**config.mk**
```make
export PLATFORM = sky130hd
export DESIGN_NAME = adam_pause_seq
export DESIGN_NICKNAME = d
export VERILOG_FILES = /design/src/rtl/adam_pause_seq_pkg.sv /design/src/rtl/adam_pause_seq.sv
export SDC_FILE = /design/constraint.sdc
export NUM_CORES = 1
export LEC_CHECK = 0
export CORE_UTILIZATION = 42
export CTS_CLUSTER_SIZE = 25
export DETAILED_ROUTE_END_ITERATION = 10
export PLACE_DENSITY_LB_ADDON = 0.08
export SKIP_CTS_REPAIR_TIMING = 1
export SYNTH_ARGS = -nofsm -noshare
export SYNTH_HDL_FRONTEND = slang
export SYNTH_SLANG_ARGS = --single-unit
export TNS_END_PERCENT = 1
```
**constraint.sdc**
```tcl
create_clock -name clk -period 3 [get_ports clk]
set_input_delay 0.45 -clock clk [delete_from_list [all_inputs] [get_ports clk]]
set_output_delay 0.45 -clock clk [all_outputs]
set_load 0.1 [all_outputs]
```
**src/rtl/adam_pause_seq_pkg.sv**
```systemverilog
// Shared types and helpers for the pause sequencer.
package adam_pause_seq_pkg;

    // Sequencer states. RUN and PAUSED are the only states where slv_req is sampled.
    typedef enum logic [2:0] {
        ST_RUN,
        ST_PAUSE_TGT,
        ST_PAUSE_BUS,
        ST_PAUSED,
        ST_RESUME_BUS,
        ST_RESUME_TGT
    } state_t;

    // Wide enough to address the largest legal target count (32).
    localparam int IDX_W = 5;
    typedef logic [IDX_W-1:0] idx_t;

    localparam logic DIR_UP   = 1'b1;
    localparam logic DIR_DOWN = 1'b0;

    // Step the target index one position in the requested direction.
    function automatic idx_t next_idx(input idx_t idx, input logic dir);
        return (dir == DIR_UP) ? idx + idx_t'(1) : idx - idx_t'(1);
    endfunction

endpackage

```
**src/rtl/adam_pause_seq.sv**
```systemverilog
// Sequences one upstream pause request across NO_TGTS targets and the bus.
// Pause order: targets ascending, then bus. Resume order: bus, then targets
// descending. Every step has a timeout that records unresponsive targets.
module adam_pause_seq
    import adam_pause_seq_pkg::*;
#(
    parameter int NO_TGTS   = 4,
    parameter int TIMEOUT   = 1024,
    parameter int CNT_WIDTH = $clog2(TIMEOUT + 1)
) (
    input  logic               clk,
    input  logic               rst,
    input  logic               slv_req,
    output logic               slv_ack,
    output logic [NO_TGTS-1:0] tgt_req,
    input  logic [NO_TGTS-1:0] tgt_ack,
    output logic               bus_req,
    input  logic               bus_ack,
    output logic [NO_TGTS:0]   err,
    input  logic               err_clr
);

    // Keep the counter at least one bit wide so TIMEOUT=0 still elaborates.
    localparam int             CW       = (CNT_WIDTH < 1) ? 1 : CNT_WIDTH;
    localparam bit             TO_EN    = (TIMEOUT != 0);
    localparam logic [CW-1:0]  CNT_LAST = CW'(TIMEOUT - 1);
    localparam idx_t           IDX_LAST = idx_t'(NO_TGTS - 1);

    state_t             state, state_nxt;
    idx_t               idx, idx_nxt;
    logic [CW-1:0]      cnt, cnt_nxt;
    logic [NO_TGTS-1:0] tgt_req_nxt;
    logic               bus_req_nxt;
    logic               slv_ack_nxt;
    logic [NO_TGTS:0]   err_nxt;
    logic               ack_cur;
    logic               timeout;

    // Select the ack of the target currently being stepped.
    always_comb begin
        ack_cur = 1'b0;
        for (int i = 0; i < NO_TGTS; i++) begin
            if (idx == idx_t'(i)) ack_cur = tgt_ack[i];
        end
    end

    assign timeout = TO_EN && (cnt == CNT_LAST);

    // Next-state and next-output logic; every output is registered below.
    always_comb begin
        state_nxt   = state;
        idx_nxt     = idx;
        cnt_nxt     = cnt;
        tgt_req_nxt = tgt_req;
        bus_req_nxt = bus_req;
        slv_ack_nxt = slv_ack;
        // Clear first so that a timeout set later in this block wins.
        err_nxt     = err_clr ? '0 : err;

        unique case (state)
            ST_RUN: begin
                if (slv_req) begin
                    state_nxt      = ST_PAUSE_TGT;
                    idx_nxt        = '0;
                    cnt_nxt        = '0;
                    tgt_req_nxt[0] = 1'b1;
                end
            end

            ST_PAUSE_TGT: begin
                if (ack_cur || timeout) begin
                    cnt_nxt = '0;
                    for (int i = 0; i < NO_TGTS; i++) begin
                        if (!ack_cur && idx == idx_t'(i)) err_nxt[i] = 1'b1;
                    end
                    if (idx < IDX_LAST) begin
                        idx_nxt = next_idx(idx, DIR_UP);
                        for (int i = 0; i < NO_TGTS; i++) begin
                            if (idx_nxt == idx_t'(i)) tgt_req_nxt[i] = 1'b1;
                        end
                    end else begin
                        state_nxt   = ST_PAUSE_BUS;
                        bus_req_nxt = 1'b1;
                    end
                end else begin
                    cnt_nxt = cnt + CW'(1);
                end
            end

            ST_PAUSE_BUS: begin
                if (bus_ack || timeout) begin
                    if (!bus_ack) err_nxt[NO_TGTS] = 1'b1;
                    cnt_nxt     = '0;
                    state_nxt   = ST_PAUSED;
                    slv_ack_nxt = 1'b1;
                end else begin
                    cnt_nxt = cnt + CW'(1);
                end
            end

            ST_PAUSED: begin
                if (!slv_req) begin
                    state_nxt   = ST_RESUME_BUS;
                    cnt_nxt     = '0;
                    bus_req_nxt = 1'b0;
                end
            end

            ST_RESUME_BUS: begin
                if (!bus_ack || timeout) begin
                    if (bus_ack) err_nxt[NO_TGTS] = 1'b1;
                    cnt_nxt                  = '0;
                    state_nxt                = ST_RESUME_TGT;
                    idx_nxt                  = IDX_LAST;
                    tgt_req_nxt[NO_TGTS-1]   = 1'b0;
                end else begin
                    cnt_nxt = cnt + CW'(1);
                end
            end

            ST_RESUME_TGT: begin
                if (!ack_cur || timeout) begin
                    cnt_nxt = '0;
                    for (int i = 0; i < NO_TGTS; i++) begin
                        if (ack_cur && idx == idx_t'(i)) err_nxt[i] = 1'b1;
                    end
                    if (idx != '0) begin
                        idx_nxt = next_idx(idx, DIR_DOWN);
                        for (int i = 0; i < NO_TGTS; i++) begin
                            if (idx_nxt == idx_t'(i)) tgt_req_nxt[i] = 1'b0;
                        end
                    end else begin
                        state_nxt   = ST_RUN;
                        slv_ack_nxt = 1'b0;
                    end
                end else begin
                    cnt_nxt = cnt + CW'(1);
                end
            end

            default: begin
                state_nxt = ST_PAUSED;
            end
        endcase
    end

    // State and output registers; reset boots the system fully paused.
    always_ff @(posedge clk) begin
        if (rst) begin
            state   <= ST_PAUSED;
            idx     <= '0;
            cnt     <= '0;
            tgt_req <= '1;
            bus_req <= 1'b1;
            slv_ack <= 1'b1;
            err     <= '0;
        end else begin
            state   <= state_nxt;
            idx     <= idx_nxt;
            cnt     <= cnt_nxt;
            tgt_req <= tgt_req_nxt;
            bus_req <= bus_req_nxt;
            slv_ack <= slv_ack_nxt;
            err     <= err_nxt;
        end
    end

endmodule
```
==> run_results.csv <==
group,metric,value,unit
run_status,outcome,"complete, but fails checks",
run_status,failed_checks,"design-rule violations",
setup_path,setup.worst_path.end,"idx[0]",
clock_network,buffers_from_clock_root_to_sink_at_most,2,
yosys,syn_area,2000,um2
route,post-route-drc-count,8,
yosys,yosysTopAreaCellShare,30.1,%
global_routing,globalRouteTotalUtil,22.4,%
route,detail_route.vias_per_cell,6.00,
floorplanning,design.die.area,5030,um2
setup_path,timing.critical_path.mode_cell,"sky130_fd_sc_hd__mux2_2",
yosys,synthesis.yosys.warnings,0,
sta,slew_headroom,51.8,%
global_routing,grt_overflow_total,0,
global_routing,wire_length_of_the_first_global_routing_pass,9.00,mm
sta,largest_clock_skew_in_the_final_design,0.00573,ns
finish,finish.instance_area,2330,um2
sta,maxSlewViolCount,0,
sta,layout_worst_path_cycle_share,92.0,%
floorplanning,area_of_the_core,4470,um2
route,vias,1981,
yosys,seq_total_area_yosys,30.1,%
sta,setup-violations-final,0,
global_routing,grt_pass1_vias,1864,
clock_network,clkLatencyLatePin,0.28,ns
power,cellPowerDensity,456,nW/um2
yosys,synth_cell_types,60,
sta,worst_pin_slew,0.712,ns
yosys,synth_edf_count,0,
worst_hold_path,min-delay-path-class,"reg2reg",
place,buffer_ports.inserted,19,
sta,holdWs,0.451,ns
setup_path,crit_path_start_kind,"flip-flop",
place,detailed_place_hpwl,3.86,mm
clock_network,cts_tree,"built",
finish,drive_gt1_share,16.2,%
clock_network,cts_h_tree_depth,2,
setup_path,critical_path.max_fanout,9,
sta,period_minus_slack,2.76,ns
flow_run,max_cap_viol_count,0,
floorplanning,start_util,44.6,%
power,vdd_drop_max,0.286,mV
route,final_antenna_net_count,0,
finish,nNetsFinal,293,
route,drt_wirelength,5.35,mm
route,drt_iter0_markers,204,
setup_path,worstRegToRegCells,8,
setup_path,r2r_slack,0.24,ns
place,gp_routability_congestion,0.874,
finish,layout_common_cells,"sky130_fd_sc_hd__nor2_1, sky130_fd_sc_hd__dfxtp_1, sky130_fd_sc_hd__a21oi_1",
worst_hold_path,hold_path.startpoint,"cnt[10]",
global_routing,grt_start_max_net_pins,19,
finish,synthToLayoutAreaGrowth,16.8,%
yosys,synth_fp_nets,271,
setup_path,critPathSlowestCell,"sky130_fd_sc_hd__dfxtp_1",
global_routing,grt_antenna_before_repair,0,
yosys,synthesis.area_per_instance,7.83,um2
finish,antenna_cells,0,
route,drt-wirelength-per-cell,16.2,um
floorplanning,row_count,24,
yosys,synth_flop_cell,"sky130_fd_sc_hd__dfxtp_1",
floorplanning,top_level_ports,20,
setup_path,regToRegEndpoint,"idx[0]",
setup_path,crit_required,3.17,ns
clock_network,cts.reportedPaths.clkPinSlew,0.07,ns
setup_path,crit_start,"idx[1]",
setup_path,critical-path-max-stage-delay,0.48,ns
power,power.total,1060,uW
finish,final_cell_count_no_fill,330,
floorplanning,dieHeight,70.9,um
yosys,synth-seq-cells,30,
clock_network,clock_sink_count,30,
sta,grt_setup_unrepaired,"no",
sta,max_freq,362,MHz
clock_network,ctsRootBufferMaster,"sky130_fd_sc_hd__clkbuf_8",
floorplanning,floorplan.die.width,70.9,um
place,placement.cell_area,2230,um2
route,first_pass_iters,8,
setup_path,worstPathArrival,2.93,ns
yosys,post_synthesis_cell_type_with_the_largest_combined_area,"sky130_fd_sc_hd__dfxtp_1",
clock_network,tritoncts.num_buffers,5,
power,power.static_leakage,0.000881,uW
setup_path,worst_r2r_startpoint,"idx[1]",
finish,nFillCells,445,
setup_path,criticalPathCategory,"reg2reg",
setup_path,end_kind,"flip-flop",
yosys,synthesis.instances,255,
setup_path,timing.critical_path.cells,"inv_1 > ha_1 > nand3b_1 > a211oi_2 > mux2_2 > o21ai_0 > o311ai_1 > mux2_2",
yosys,postSynth.asyncResetShare,0,%
sta,setup-tns-final,0,ns
sta,finalHoldViolCount,0,
yosys,synth.top_cells.by_area,"sky130_fd_sc_hd__dfxtp_1, sky130_fd_sc_hd__a21oi_1, sky130_fd_sc_hd__nor2_1",
place,placedCellCount,322,
layout make-up:
type	count	area [um2]	share of cell area, %
multi-input cells	204	1310	56.2
inverters	7	26.3	1.13
flip-flops and latches	30	601	25.8
clock inverters	1	5.00	0.215
well taps	52	65.1	2.79
repair buffers	29	238	10.2
clock buffers	7	86.3	3.70
Yosys cell counts, types with 4 or more instances:
cell type	instances
sky130_fd_sc_hd__o21ai_0	11
sky130_fd_sc_hd__a32o_1	5
sky130_fd_sc_hd__nor3_1	10
sky130_fd_sc_hd__nand3_1	10
sky130_fd_sc_hd__a21oi_1	23
sky130_fd_sc_hd__nor2_1	30
sky130_fd_sc_hd__clkbuf_1	10
sky130_fd_sc_hd__nand2b_1	6
sky130_fd_sc_hd__nor2b_1	4
sky130_fd_sc_hd__ha_1	7
sky130_fd_sc_hd__dfxtp_1	30
sky130_fd_sc_hd__a31oi_1	7
sky130_fd_sc_hd__nand2_1	21
sky130_fd_sc_hd__nand4_1	4
sky130_fd_sc_hd__o41ai_1	5
sky130_fd_sc_hd__inv_1	6
metrics by stage:
stage	setup slack [ns]	util (%)
2_1_floorplan	0.492	-
3_3_place_gp	0.259	49.9
3_5_place_dp	0.194	49.9
4_1_cts	0.181	52.0
5_1_grt	0.0612	52.1
6_report	0.239	52.1
layer usage:
layer	routed length, um	track usage [%]	vias to the layer above
met5	0	0	-
met4	38	5.56	0
met1	2680	31.7	916
met2	2300	35.5	60
met3	328	4.13	4
li1	-	-	1001
flip-flops by register name, summed over array words and instances, names as in the netlist:
register and count:
bus_req 1, state 3, tgt_req 4, cnt 11, slv_ack 1, idx 5
err 5
cell families (layout without fill, tap and decap cells):
family                     after synthesis  count (layout)  synth area share (%)
xor gates and xnor gates                 3               3                  1.32
AOI/OAI and AO/OA                       81              81                  29.3
buffers and inverters                   21              44                  4.51
adders and majority gates                7               7                  4.39
muxes                                    6               6                  3.20
and+or+nand+nor                        107             107                  27.2
DFF                                     30              30                  30.1
how the worst min path moves through the flow:
stage	end	cells past startpoint
floorplan	cnt[10]	2
global placement	cnt[10]	2
detailed placement	cnt[10]	2
CTS	cnt[10]	2
global route	cnt[10]	2
finish	cnt[10]	2
critical path, delay by kind of cell (launching register included):
kind                       cells  cell delay, ns
adders and majority gates      1            0.27
and+or+nand+nor                1            0.22
buffers and inverters          1            0.15
muxes                          2            0.72
AOI/OAI and AO/OA              3            0.81
DFF                            1            0.48
report_power, final:
part,internal (uW),total [uW],leakage (uW),switching (uW)
Sequential,412,441,0.000243,28.5
Clock,185,337,0.0000482,152
Combinational,109,285,0.000590,176
(Power assumes the default switching activity.)
